===== src/rtl/gcd_avalon_host_if.sv =====
// Operand stream, result stream and Avalon-MM host bus between gcd_avalon_host and its neighbours.
// The host side uses the master modport; the environment (source, sink, slave) uses slave.
interface gcd_avalon_host_if;
    logic        op_valid;
    logic        op_ready;
    logic [31:0] op_a;
    logic [31:0] op_b;

    logic        res_valid;
    logic        res_ready;
    logic [31:0] res_data;
    logic        res_timeout;

    logic [1:0]  avm_address;
    logic        avm_chipselect;
    logic        avm_read;
    logic        avm_write;
    logic [3:0]  avm_byteenable;
    logic [31:0] avm_writedata;
    logic [31:0] avm_readdata;

    modport master (
        input  op_valid, op_a, op_b, res_ready, avm_readdata,
        output op_ready, res_valid, res_data, res_timeout,
        output avm_address, avm_chipselect, avm_read, avm_write, avm_byteenable, avm_writedata
    );

    modport slave (
        output op_valid, op_a, op_b, res_ready, avm_readdata,
        input  op_ready, res_valid, res_data, res_timeout,
        input  avm_address, avm_chipselect, avm_read, avm_write, avm_byteenable, avm_writedata
    );
endinterface


===== src/rtl/gcd_avalon_host.sv =====
// Avalon-MM host that feeds operand pairs to the GCD slave, polls it for completion and
// streams the result out; a==0 is answered locally and every bus operation is time-bounded.
module gcd_avalon_host #(
    parameter int unsigned HOLDOFF  = 3,
    parameter int unsigned POLL_GAP = 2,
    parameter int unsigned TIMEOUT  = 65535
) (
    input  logic               clock,
    input  logic               resetn,
    gcd_avalon_host_if.master  bus,
    output logic               busy,
    output logic [15:0]        done_count
);

    localparam int unsigned TmoW   = $clog2(TIMEOUT + 1);
    localparam int unsigned CntMax = (HOLDOFF > POLL_GAP) ? HOLDOFF : POLL_GAP;
    localparam int unsigned CntW   = (CntMax < 2) ? 1 : $clog2(CntMax + 1);

    localparam logic [TmoW-1:0] TmoMax   = TmoW'(TIMEOUT);
    localparam logic [CntW-1:0] HoldInit = CntW'((HOLDOFF == 0) ? 0 : HOLDOFF - 1);
    localparam logic [CntW-1:0] GapInit  = CntW'((POLL_GAP == 0) ? 0 : POLL_GAP - 1);

    localparam logic [1:0] AddrOpA    = 2'd0;
    localparam logic [1:0] AddrOpB    = 2'd1;
    localparam logic [1:0] AddrResult = 2'd2;
    localparam logic [1:0] AddrStatus = 2'd3;

    typedef enum logic [2:0] {
        StIdle, StWrA, StWrB, StHold, StPoll, StGap, StRdRes, StOut
    } state_e;

    state_e          state_q, state_d;
    logic [31:0]     a_q, a_d;
    logic [31:0]     b_q, b_d;
    logic [CntW-1:0] cnt_q, cnt_d;
    logic [TmoW-1:0] tmo_q, tmo_d;
    logic [TmoW-1:0] tmo_inc;

    logic            op_ready_q, op_ready_d;
    logic            res_valid_q, res_valid_d;
    logic [31:0]     res_data_q, res_data_d;
    logic            res_timeout_q, res_timeout_d;
    logic            busy_q, busy_d;
    logic [15:0]     done_count_q, done_count_d;

    logic [1:0]      avm_address_q, avm_address_d;
    logic            avm_chipselect_q, avm_chipselect_d;
    logic            avm_read_q, avm_read_d;
    logic            avm_write_q, avm_write_d;
    logic [3:0]      avm_byteenable_q, avm_byteenable_d;
    logic [31:0]     avm_writedata_q, avm_writedata_d;

    assign tmo_inc = (tmo_q >= TmoMax) ? TmoMax : tmo_q + TmoW'(1);

    // Next-state and datapath updates
    always_comb begin
        state_d       = state_q;
        a_d           = a_q;
        b_d           = b_q;
        cnt_d         = cnt_q;
        tmo_d         = tmo_q;
        res_data_d    = res_data_q;
        res_timeout_d = res_timeout_q;
        done_count_d  = done_count_q;

        unique case (state_q)
            StIdle: begin
                if (op_ready_q && bus.op_valid) begin
                    a_d = bus.op_a;
                    b_d = bus.op_b;
                    if (bus.op_a == 32'd0) begin
                        // The slave never terminates for a==0, so answer it here.
                        res_data_d    = bus.op_b;
                        res_timeout_d = 1'b0;
                        state_d       = StOut;
                    end else begin
                        state_d = StWrA;
                    end
                end
            end
            StWrA: state_d = StWrB;
            StWrB: begin
                tmo_d   = '0;
                cnt_d   = HoldInit;
                state_d = StHold;
            end
            StHold: begin
                tmo_d = tmo_inc;
                if (cnt_q == '0) state_d = StPoll;
                else             cnt_d   = cnt_q - CntW'(1);
            end
            StPoll: begin
                tmo_d = tmo_inc;
                if (bus.avm_readdata[0]) begin
                    state_d = StRdRes;
                end else if (tmo_q >= TmoMax) begin
                    res_data_d    = '0;
                    res_timeout_d = 1'b1;
                    state_d       = StOut;
                end else if (POLL_GAP == 0) begin
                    state_d = StPoll;
                end else begin
                    cnt_d   = GapInit;
                    state_d = StGap;
                end
            end
            StGap: begin
                tmo_d = tmo_inc;
                if (cnt_q == '0) state_d = StPoll;
                else             cnt_d   = cnt_q - CntW'(1);
            end
            StRdRes: begin
                res_data_d    = bus.avm_readdata;
                res_timeout_d = 1'b0;
                state_d       = StOut;
            end
            StOut: begin
                if (bus.res_ready) begin
                    done_count_d = done_count_q + 16'd1;
                    state_d      = StIdle;
                end
            end
            default: state_d = StIdle;
        endcase
    end

    // Outputs are decoded from the next state so they are registered yet aligned with it
    always_comb begin
        op_ready_d       = (state_d == StIdle);
        busy_d           = (state_d != StIdle);
        res_valid_d      = (state_d == StOut);
        avm_address_d    = 2'd0;
        avm_chipselect_d = 1'b0;
        avm_read_d       = 1'b0;
        avm_write_d      = 1'b0;
        avm_writedata_d  = '0;

        unique case (state_d)
            StWrA: begin
                avm_chipselect_d = 1'b1;
                avm_write_d      = 1'b1;
                avm_address_d    = AddrOpA;
                avm_writedata_d  = a_d;
            end
            StWrB: begin
                avm_chipselect_d = 1'b1;
                avm_write_d      = 1'b1;
                avm_address_d    = AddrOpB;
                avm_writedata_d  = b_d;
            end
            StPoll: begin
                avm_chipselect_d = 1'b1;
                avm_read_d       = 1'b1;
                avm_address_d    = AddrStatus;
            end
            StRdRes: begin
                avm_chipselect_d = 1'b1;
                avm_read_d       = 1'b1;
                avm_address_d    = AddrResult;
            end
            default: ;
        endcase

        avm_byteenable_d = avm_chipselect_d ? 4'hF : 4'h0;
    end

    always_ff @(posedge clock) begin
        if (!resetn) begin
            state_q          <= StIdle;
            a_q              <= '0;
            b_q              <= '0;
            cnt_q            <= '0;
            tmo_q            <= '0;
            op_ready_q       <= 1'b0;
            res_valid_q      <= 1'b0;
            res_data_q       <= '0;
            res_timeout_q    <= 1'b0;
            busy_q           <= 1'b0;
            done_count_q     <= '0;
            avm_address_q    <= '0;
            avm_chipselect_q <= 1'b0;
            avm_read_q       <= 1'b0;
            avm_write_q      <= 1'b0;
            avm_byteenable_q <= '0;
            avm_writedata_q  <= '0;
        end else begin
            state_q          <= state_d;
            a_q              <= a_d;
            b_q              <= b_d;
            cnt_q            <= cnt_d;
            tmo_q            <= tmo_d;
            op_ready_q       <= op_ready_d;
            res_valid_q      <= res_valid_d;
            res_data_q       <= res_data_d;
            res_timeout_q    <= res_timeout_d;
            busy_q           <= busy_d;
            done_count_q     <= done_count_d;
            avm_address_q    <= avm_address_d;
            avm_chipselect_q <= avm_chipselect_d;
            avm_read_q       <= avm_read_d;
            avm_write_q      <= avm_write_d;
            avm_byteenable_q <= avm_byteenable_d;
            avm_writedata_q  <= avm_writedata_d;
        end
    end

    assign bus.op_ready       = op_ready_q;
    assign bus.res_valid      = res_valid_q;
    assign bus.res_data       = res_data_q;
    assign bus.res_timeout    = res_timeout_q;
    assign bus.avm_address    = avm_address_q;
    assign bus.avm_chipselect = avm_chipselect_q;
    assign bus.avm_read       = avm_read_q;
    assign bus.avm_write      = avm_write_q;
    assign bus.avm_byteenable = avm_byteenable_q;
    assign bus.avm_writedata  = avm_writedata_q;
    assign busy               = busy_q;
    assign done_count         = done_count_q;

endmodule


===== src/flat_wrapper.sv =====
// flat-port wrapper written by rule: the top's interface ports become plain ports
module gcd_avalon_host_flat 
#(
    parameter int unsigned HOLDOFF  = 3,
    parameter int unsigned POLL_GAP = 2,
    parameter int unsigned TIMEOUT  = 65535
)
  (clock, resetn, busy, done_count, bus_op_valid, bus_op_a, bus_op_b, bus_res_ready, bus_avm_readdata, bus_op_ready, bus_res_valid, bus_res_data, bus_res_timeout, bus_avm_address, bus_avm_chipselect, bus_avm_read, bus_avm_write, bus_avm_byteenable, bus_avm_writedata);
  gcd_avalon_host_if bus_i ();
  input  logic clock;
  input  logic resetn;
  output logic busy;
  output logic [15:0] done_count;
  input wire logic [$bits(bus_i.op_valid)-1:0] bus_op_valid;
  input wire logic [$bits(bus_i.op_a)-1:0] bus_op_a;
  input wire logic [$bits(bus_i.op_b)-1:0] bus_op_b;
  input wire logic [$bits(bus_i.res_ready)-1:0] bus_res_ready;
  input wire logic [$bits(bus_i.avm_readdata)-1:0] bus_avm_readdata;
  output wire logic [$bits(bus_i.op_ready)-1:0] bus_op_ready;
  output wire logic [$bits(bus_i.res_valid)-1:0] bus_res_valid;
  output wire logic [$bits(bus_i.res_data)-1:0] bus_res_data;
  output wire logic [$bits(bus_i.res_timeout)-1:0] bus_res_timeout;
  output wire logic [$bits(bus_i.avm_address)-1:0] bus_avm_address;
  output wire logic [$bits(bus_i.avm_chipselect)-1:0] bus_avm_chipselect;
  output wire logic [$bits(bus_i.avm_read)-1:0] bus_avm_read;
  output wire logic [$bits(bus_i.avm_write)-1:0] bus_avm_write;
  output wire logic [$bits(bus_i.avm_byteenable)-1:0] bus_avm_byteenable;
  output wire logic [$bits(bus_i.avm_writedata)-1:0] bus_avm_writedata;
  assign bus_i.op_valid = bus_op_valid;
  assign bus_i.op_a = bus_op_a;
  assign bus_i.op_b = bus_op_b;
  assign bus_i.res_ready = bus_res_ready;
  assign bus_i.avm_readdata = bus_avm_readdata;
  assign bus_op_ready = bus_i.op_ready;
  assign bus_res_valid = bus_i.res_valid;
  assign bus_res_data = bus_i.res_data;
  assign bus_res_timeout = bus_i.res_timeout;
  assign bus_avm_address = bus_i.avm_address;
  assign bus_avm_chipselect = bus_i.avm_chipselect;
  assign bus_avm_read = bus_i.avm_read;
  assign bus_avm_write = bus_i.avm_write;
  assign bus_avm_byteenable = bus_i.avm_byteenable;
  assign bus_avm_writedata = bus_i.avm_writedata;
  gcd_avalon_host #(.HOLDOFF(HOLDOFF), .POLL_GAP(POLL_GAP), .TIMEOUT(TIMEOUT)) u_core (.clock(clock), .resetn(resetn), .bus(bus_i), .busy(busy), .done_count(done_count));
endmodule

===== config.mk =====
export PLATFORM = sky130hd
export DESIGN_NAME = gcd_avalon_host_flat
export DESIGN_NICKNAME = d
export VERILOG_FILES = /design/src/rtl/gcd_avalon_host_if.sv /design/src/rtl/gcd_avalon_host.sv /design/src/flat_wrapper.sv
export SDC_FILE = /design/constraint.sdc
export NUM_CORES = 1
export LEC_CHECK = 0
export BUFFER_PORTS_ARGS = -buffer_cell sky130_fd_sc_hd__buf_2
export CAP_MARGIN = 20
export CORE_MARGIN = 2
export CORE_UTILIZATION = 50
export DETAILED_ROUTE_END_ITERATION = 10
export GPL_TIMING_DRIVEN = 0
export HOLD_SLACK_MARGIN = 0.1
export PLACE_DENSITY = 0.77
export SLEW_MARGIN = 30
export SYNTH_ARGS = -nofsm -noshare
export SYNTH_HDL_FRONTEND = slang
export SYNTH_SLANG_ARGS = --single-unit

===== constraint.sdc =====
create_clock -name clock -period 2.2 [get_ports clock]
set_input_delay 0.22 -clock clock [delete_from_list [all_inputs] [get_ports clock]]
set_output_delay 0.22 -clock clock [all_outputs]
set_load 0.02 [all_outputs]

==> summary.txt, run 1 <==
Global route
  – Largest net degree at the start of global routing: 17
  – Total track usage: between 20% and 30%
  – Grt ovf: 0
  – Vias in the first global route: around 6500
  – Initial antenna violation count: 0
  – Wire length of the first global-routing pass: 34100 µm

Clocking
  – Clk sink count: 174
  – Max H-tree Level: 4
  – Clk root buf: clkbuf_16
  – CTS tree: done
  – CTS Buf Count: 17
  – Max clock buf depth: 2
  – Reg clk slew, reported paths: 60 ps
  – Clock Latency Late Sink: 430 ps

Place
  – Placed cells: 1177
  – RD Place Congestion: roughly 0.90
  – Worst slack at placement: -524 ps
  – DP HPWL: 15900 µm
  – Port buffer count: between 150 and 200

STA
  – Max Slew Vio Count: 0
  – Worst-Margin Slew: 749 ps
  – Worst setup margin: 106 ps
  – Endpoints failing setup: 0
  – Layout Skew: 9.92 ps
  – RSZ-0062 raised after global routing: false
  – Fin. Hold Viols: 0
  – Max Fclk: 478 MHz
  – Fin crit share: 95.2%
  – Post-route minimum period: about 2100 ps
  – Rel. slew slack: between 40% and 50%

Setup path
  – Worst reg2reg startpoint: u_core.state_q[1]
  – Critical path startpoint category: flop
  – Crit Path Class: reg -> reg
  – Crit path from: u_core.state_q[1]
  – Worst Path Max Fanout: 10
  – Worst Path Required: 2560 ps
  – CP endpoint kind: flop
  – Worst EP arrival: ~2500 ps

Cells and area
  – Post-layout nets: 1165
  – Post-layout util: 67.8%
  – Layout cells sized above 1: 26.3%
  – Area Overhead vs Synth: 32.7%
  – Final std cells w/o fill: 1255
  – # diodes: 0

Detailed routing
  – DR iter-0 viols: 762
  – Post-route DRC: 0
  – 1st-pass router iterations: 5
  – DR vias: 7208
  – ANT nets after route: 0
  – Routed WL: 22400 µm
  – Drt wl/cell: 17.9 µm
  – Routed vias/inst: 5.74

Floorplan
  – Core area: 13800 µm²
  – DIE AREA: 15100 µm²
  – Initial Util: 51.1%
  – I/O pins: a little under 200
  – Die W: 123 µm
  – Die height: 123 µm
  – Row Count: 43

Pwr
  – VDD IR-drop max: just over 0.7 mV
  – Sw frac: 36.1%
  – Power Density: 1100 nW/µm²
  – Comb pwr share: between 30% and 40%
  – Psw: 3.74 mW
  – Pint: around 6.6 mW
  – Clock power share: between 20 and 30%
  – Reg power frac: 36.9%
  – Static Leak: 4.27 nW

Synthesis
  – Post-synth cell types: 49
  – Ys Warns: 0
  – Seq/Total Area, Yosys: 49.3%
  – Post-Syn Nets: 908
  – Mapped Area: 7070 µm²
  – Avg Cell Area, Syn: 8.78 µm²
  – Cells after Synth: 805
  – Yosys reg bits: 174
  – Top_reg_cell synth: dfxtp_1
  – Post-synth EDFFs: 0
  – FFs w/ async S/R, synth: 0%

Run status
  – Status: completed

Min path
  – Hold path start: bus_op_a[31]
  – Hold Crit Class: in -> reg

Job
  – Max-Cap Viols: 0
## per-layer routing
layer	GRT usage [%]	wire (µm)	up-vias	part of all wire (%)
met5	0	0	-	0
met4	12.3	728	0	3.2
met3	6.41	1960	54	8.8
met2	45.0	10100	362	45
met1	40.4	9640	3364	43
li1	-	-	3428	-
## cell usage after synthesis, types with 9 or more instances
cell        n  area share, %
a21oi_1    81            5.7
a221oi_1   32            4.0
a22o_1     34            4.2
buf_2      10           0.71
clkbuf_1   48            2.5
dfxtp_1   174             49
nand2_1   147            7.8
nand3_1    48            3.4
nand4_1    11           0.97
nor2_1     29            1.5
nor2b_1     9           0.80
nor3_1     11           0.78
nor4_1     10           0.89
o211a_1    34            4.8
o21ai_0    23            1.6
## power groups by stage
stage                     clock, mW  combinational [mW]  sequential, mW
after floorplan                   0                1.99            4.16
after global placement            0                3.28            3.84
after detailed placement          0                3.31            3.85
after CTS                      2.99                3.43            3.79
after global routing           3.14                3.84            3.86
final                          2.98                3.56            3.82
## layout make-up
class,count,area [µm²]
Multi-Input combinational cell,550,3270
Tap cell,180,225
Clock inverter,13,140
Clock buffer,19,443
Inverter,10,37.5
Sequential cell,174,3490
Timing Repair Buffer,240,1430
Buffer,69,340
Fill cell,1135,4450
## repair_timing
action / 4_1_cts / 5_1_grt
hold buffers: 45 / 0
setup endpoints to repair: 67 / 109
setup buffers: 0 / 3
cloned: 0 / 0
pin swaps: 0 / 1
hold endpoints to repair: 45 / 0
resized for setup: 15 / 26
## stage by stage
| step | hold slack (ps) | setup TNS (ps) | instance area, µm² | total power [mW] |
|---|---|---|---|---|
| after floorplan | 372 | 0 | 7070 | 6.15 |
| after global placement | 442 | -17270 | 8250 | 7.12 |
| after detailed placement | 449 | -18750 | 8250 | 7.16 |
| after CTS | 102 | 0 | 9320 | 10.2 |
| after global routing | 112 | 0 | 9380 | 10.8 |
| final | 115 | 0 | 9380 | 10.4 |
## final timing paths
path         slack, ps                           to  cells after the start
max reg2reg        110  u_core.bus.avm_writedata[7]                      5
max                110  u_core.bus.avm_writedata[7]                      5
min                110               u_core.a_q[31]                      3
min reg2reg        460                u_core.a_q[2]                      2
## cell usage in the layout (no fill, tap or decap), types with 6 or more instances in the layout
cell             n
a21oi_1         81
buf_2          206
nor4_1           9
clkbuf_2        15
nand2b_1         6
xor2_1           6
dlygate4sd3_1   45
and4_1           7
nor2b_1          9
clkbuf_1        32
and3_1           6
nor3_1          10
a21boi_0         8
o211a_1         34
inv_1            8
nand2_1        147
o21ai_0         23
clkbuf_16       17
dfxtp_1        170
a221oi_1        32
nand4_1         11
buf_4            8
nor2_1          29
nand3_1         48
a22o_1          34
## sequential cells by signal, indices dropped and copies added (netlist names), 2 cells and up
signal / count
u_core.a_q: 32
u_core.b_q: 32
u_core.bus.avm_writedata: 32
u_core.bus.res_data: 32
u_core.done_count: 16
u_core.tmo_q: 16
u_core.state_q: 3
u_core.bus.avm_address: 2
u_core.cnt_q: 2
## worst max-delay path: stages, from the launching register on
cell      delay [ps]
dfxtp_1          360
clkbuf_2         220
clkbuf_1         240
nor2_1           510
clkbuf_1         470
a22o_1           220
## logic make-up after synthesis
group,share of synthesized area [%]
AOI/OAI and AO/OA,23.9
xor gates and xnor gates,1.49
adders and majority gates,0.531
buffers and inverters,5.06
DFF,49.3
and+or+nand+nor,19.7
Note: power is estimated with default switching activity, not from simulation.
==> inputs of run 2 (changes only) <==
- ABC_AREA: not set -> 1
- PLACE_DENSITY: 0.77 -> 0.76
==> run 2 against run 1 <==
  * Fmax rose by 1.7%
  * Flip-flop and latch count did not move
  * Count of clock-buffer cells in the layout fell by 1
  * Critical path depth rose by 6
  * Final area rose by 3.4%
  * Sequential power rose by 5%
  * Global-route usage fell by 3.1 points
  * Sequential share of layout area fell by 1.3 points
  * Cell count rose by 14%
  * Critical path type unchanged
  * Critical endpoint is now u_core.bus.avm_writedata[9]
  * Largest cell class is now multi-input combinational cells
==> summary.txt, run 2 <==
Cells and area
  – Most frequent cells in the layout: 207 x buf_2, 196 x nand2_1, 174 x dfxtp_1, 106 x inv_1, 78 x nand3_1
  – FF+latch area: 3480 µm² (-0.14%)
  – Layout cells sized above 1: 28.3% (+2.0 points)
  – Commonest non-fill, non-tap cell in the layout: buf_2
  – Area Overhead vs Synth: 25.7%
  – Filler Cells Inserted: 1333 (+17%)
  – Post-layout nets: 1329 (+14%)
  – Area of the multi-input gates: 3500 µm² (+7.0%)
  – Final instance area: 9700 µm² (+3.4%)

Pwr
  – Power Density: 1250 nW/µm² (+13%)
  – Static Leak: 4.55 nW (+6.6%)
  – Overall power: 12.1 mW (+17%)
  – VDD IR-drop max: 0.618 mV (-12%)

Global route
  – Global-route track usage on met1: 36.7% (-3.7 points)
  – Layer with the highest usage: met2
  – Total track usage: 26.3% (-3.1 points)
  – Grt ovf: 0 (unchanged)
  – M3 GR Usage: 4.47% (-1.9 points)
  – Wire length of the first global-routing pass: 33900 µm (-0.47%)
  – Vias in the first global route: 6770 (+4.1%)
  – Initial antenna violation count: 2 (+2)
  – GR Layer Usage met2: 40.8% (-4.1 points)
  – Largest net degree at the start of global routing: 18 (+1)

Floorplan
  – Row Count: 45 (+4.7%)
  – I/O pins: 193 (unchanged)
  – DIE AREA: 16400 µm² (+8.9%)
  – Die W: 128 µm (+4.3%)
  – Core area: 15100 µm² (+9.5%)
  – Initial Util: 51.0% (-0.16 points)
  – Die height: 128 µm (+4.3%)

Job
  – Max-Cap Viols: 0 (unchanged)

STA
  – Fin crit share: 93.5% (-1.6 points)
  – Fin. Hold Viols: 0 (unchanged)
  – Post-route minimum period: 2060 ps (-35.9 ps)
  – Endpoints failing setup: 0 (unchanged)
  – Worst-Margin Slew: 850 ps (+101 ps)
  – Layout Skew: 10.8 ps (+0.856 ps)
  – Rel. slew slack: 42.9% (-6.8 points)
  – Max Slew Vio Count: 0 (unchanged)
  – Max Fclk: 486 MHz (+1.7%)

Setup path
  – Worst Path Required: 2530 ps (-30 ps)
  – Crit Path Class: reg -> reg
  – CP endpoint kind: flop
  – R2R depth: 11 (+6)
  – Critical path startpoint category: flop
  – Worst EP arrival: 2380 ps (-80 ps)
  – Worst Path Max Fanout: 10 (unchanged)

Detailed routing
  – Post-route DRC: 0 (unchanged)
  – Routed WL: 21300 µm (-5.0%)
  – ANT nets after route: 0 (unchanged)
  – Routed vias/inst: 5.11 (-11%)
  – DR iter-0 viols: 507 (-33%)
  – 1st-pass router iterations: 5 (unchanged)
  – DR vias: 7304 (+1.3%)
  – Drt wl/cell: 14.9 µm (-17%)

Clocking
  – Reg clk slew, reported paths: 70 ps (about the same)
  – Clk sink count: 174 (unchanged)
  – Max clock buf depth: 2 (unchanged)
  – Max H-tree Level: 4 (unchanged)
  – CTS Buf Count: 17 (unchanged)
  – Clock Latency Late Sink: 440 ps (about the same)
  – Clk root buf: clkbuf_16
  – CTS tree: done

Synthesis
  – Avg Cell Area, Syn: 7.69 µm² (-12%)
  – Mapped Area: 7720 µm² (+9.2%)
  – FFs w/ async S/R, synth: 0% (unchanged)
  – Synth top cells by count: 196 x nand2_1, 174 x dfxtp_1, 106 x inv_1
  – Post-synth EDFFs: 0 (unchanged)
  – Post-synth cell types: 40 (-18%)
  – Seq/Total Area, Yosys: 45.1% (-4.1 points)
  – Leading area contributor after synthesis: dfxtp_1
  – Ys Warns: 0 (unchanged)
  – Yosys top cell area share: 45.1% (-4.1 points)
  – Top_reg_cell synth: dfxtp_1
  – Most common cell in the netlist: nand2_1
  – Cells after Synth: 1004 (+25%)
  – Post-Syn Nets: 1107 (+22%)
  – Synth area leaders: dfxtp_1 45%, nand2_1 9.5%, inv_1 5.2%, nand3_1 5.1%, mux2_2 4.7%
  – Yosys reg bits: 174 (unchanged)

Min path
  – WHS Path Cells: 3 (unchanged)
  – Hold Crit Class: in -> reg

Place
  – Port buffer count: 192 (unchanged)
  – DP Area: 8910 µm² (+8.0%)
  – RD Place Congestion: 0.905 (+0.27%)
  – DP HPWL: 16100 µm (+1.5%)

Run status
  – Status: completed
[run 2: path summary, 6_finish.rpt]
kind                                 end  slack, ps             startpoint
max          u_core.bus.avm_writedata[9]        140        u_core.tmo_q[0]
min                       u_core.b_q[28]        110           bus_op_b[28]
max reg2reg  u_core.bus.avm_writedata[9]        140        u_core.tmo_q[0]
min reg2reg        u_core.done_count[10]        460  u_core.done_count[10]
[run 2: repair_timing]
action	in CTS	in global routing
setup buffers	0	2
hold buffers	9	0
resized for setup	0	5
endpoints found under the setup margin	0	62
hold endpoints to repair	9	0
[run 2: area by class of cell]
class / count / share of cell area [%]
multi-input cells: 656 / 36.1
flip-flops and latches: 174 / 35.9
repair buffers: 203 / 11.0
clock buffers: 18 / 4.53
inverters: 113 / 4.40
plain buffers: 61 / 3.29
well taps: 188 / 2.43
clock inverters: 14 / 2.30
diodes: 2 / 0.0516
[run 2: cells by family (layout without fill, tap and decap cells)]
group / Yosys count / in the layout / synth area share [%]
simple gates: 451 / 451 / 27.4
flops: 174 / 174 / 45.1
buf+inv: 174 / 409 / 9.60
compound gates: 165 / 165 / 12.2
mux: 32 / 32 / 4.67
xor+xnor: 5 / 5 / 0.568
fa+ha+maj: 3 / 3 / 0.486
other cells: 0 / 2 / 0
[run 2: per-layer routing]
metal | vias up | routed length, µm
li1 | 3738 | -
met1 | 3282 | 10100
met2 | 230 | 9500
met3 | 54 | 1070
met4 | 0 | 653
met5 | - | 0
[run 2: critical path, stage by stage, from the launching register on]
cell and delay [ps]:
dfxtp_1 380, ha_1 230, nand2_1 110, nor2_4 140, nand2_4 90, nor2_8 160
o21ai_1 130, nand2_1 90, nand2_1 120, nand3_4 160, buf_2 250, o21ai_1 80
[run 2: per-stage QoR]
step	setup slack, ps	setup TNS, ps	hold WS (ps)	util [%]	cells
detailed placement	90.4	0	451	58.9	1384
finish	142	0	109	64.0	1429
global placement	67.4	0	448	58.9	1384
floorplan	403	0	384	-	1004
global route	-5.31	-7.45	113	64.0	1429
CTS	57.9	0	100	63.8	1425
[run 2: power by group]
part / internal (mW) / switching, mW
Sequential: 3.73 / 0.268
Combinational: 1.63 / 3.14
Clock: 1.98 / 1.38
Total: 7.35 / 4.79
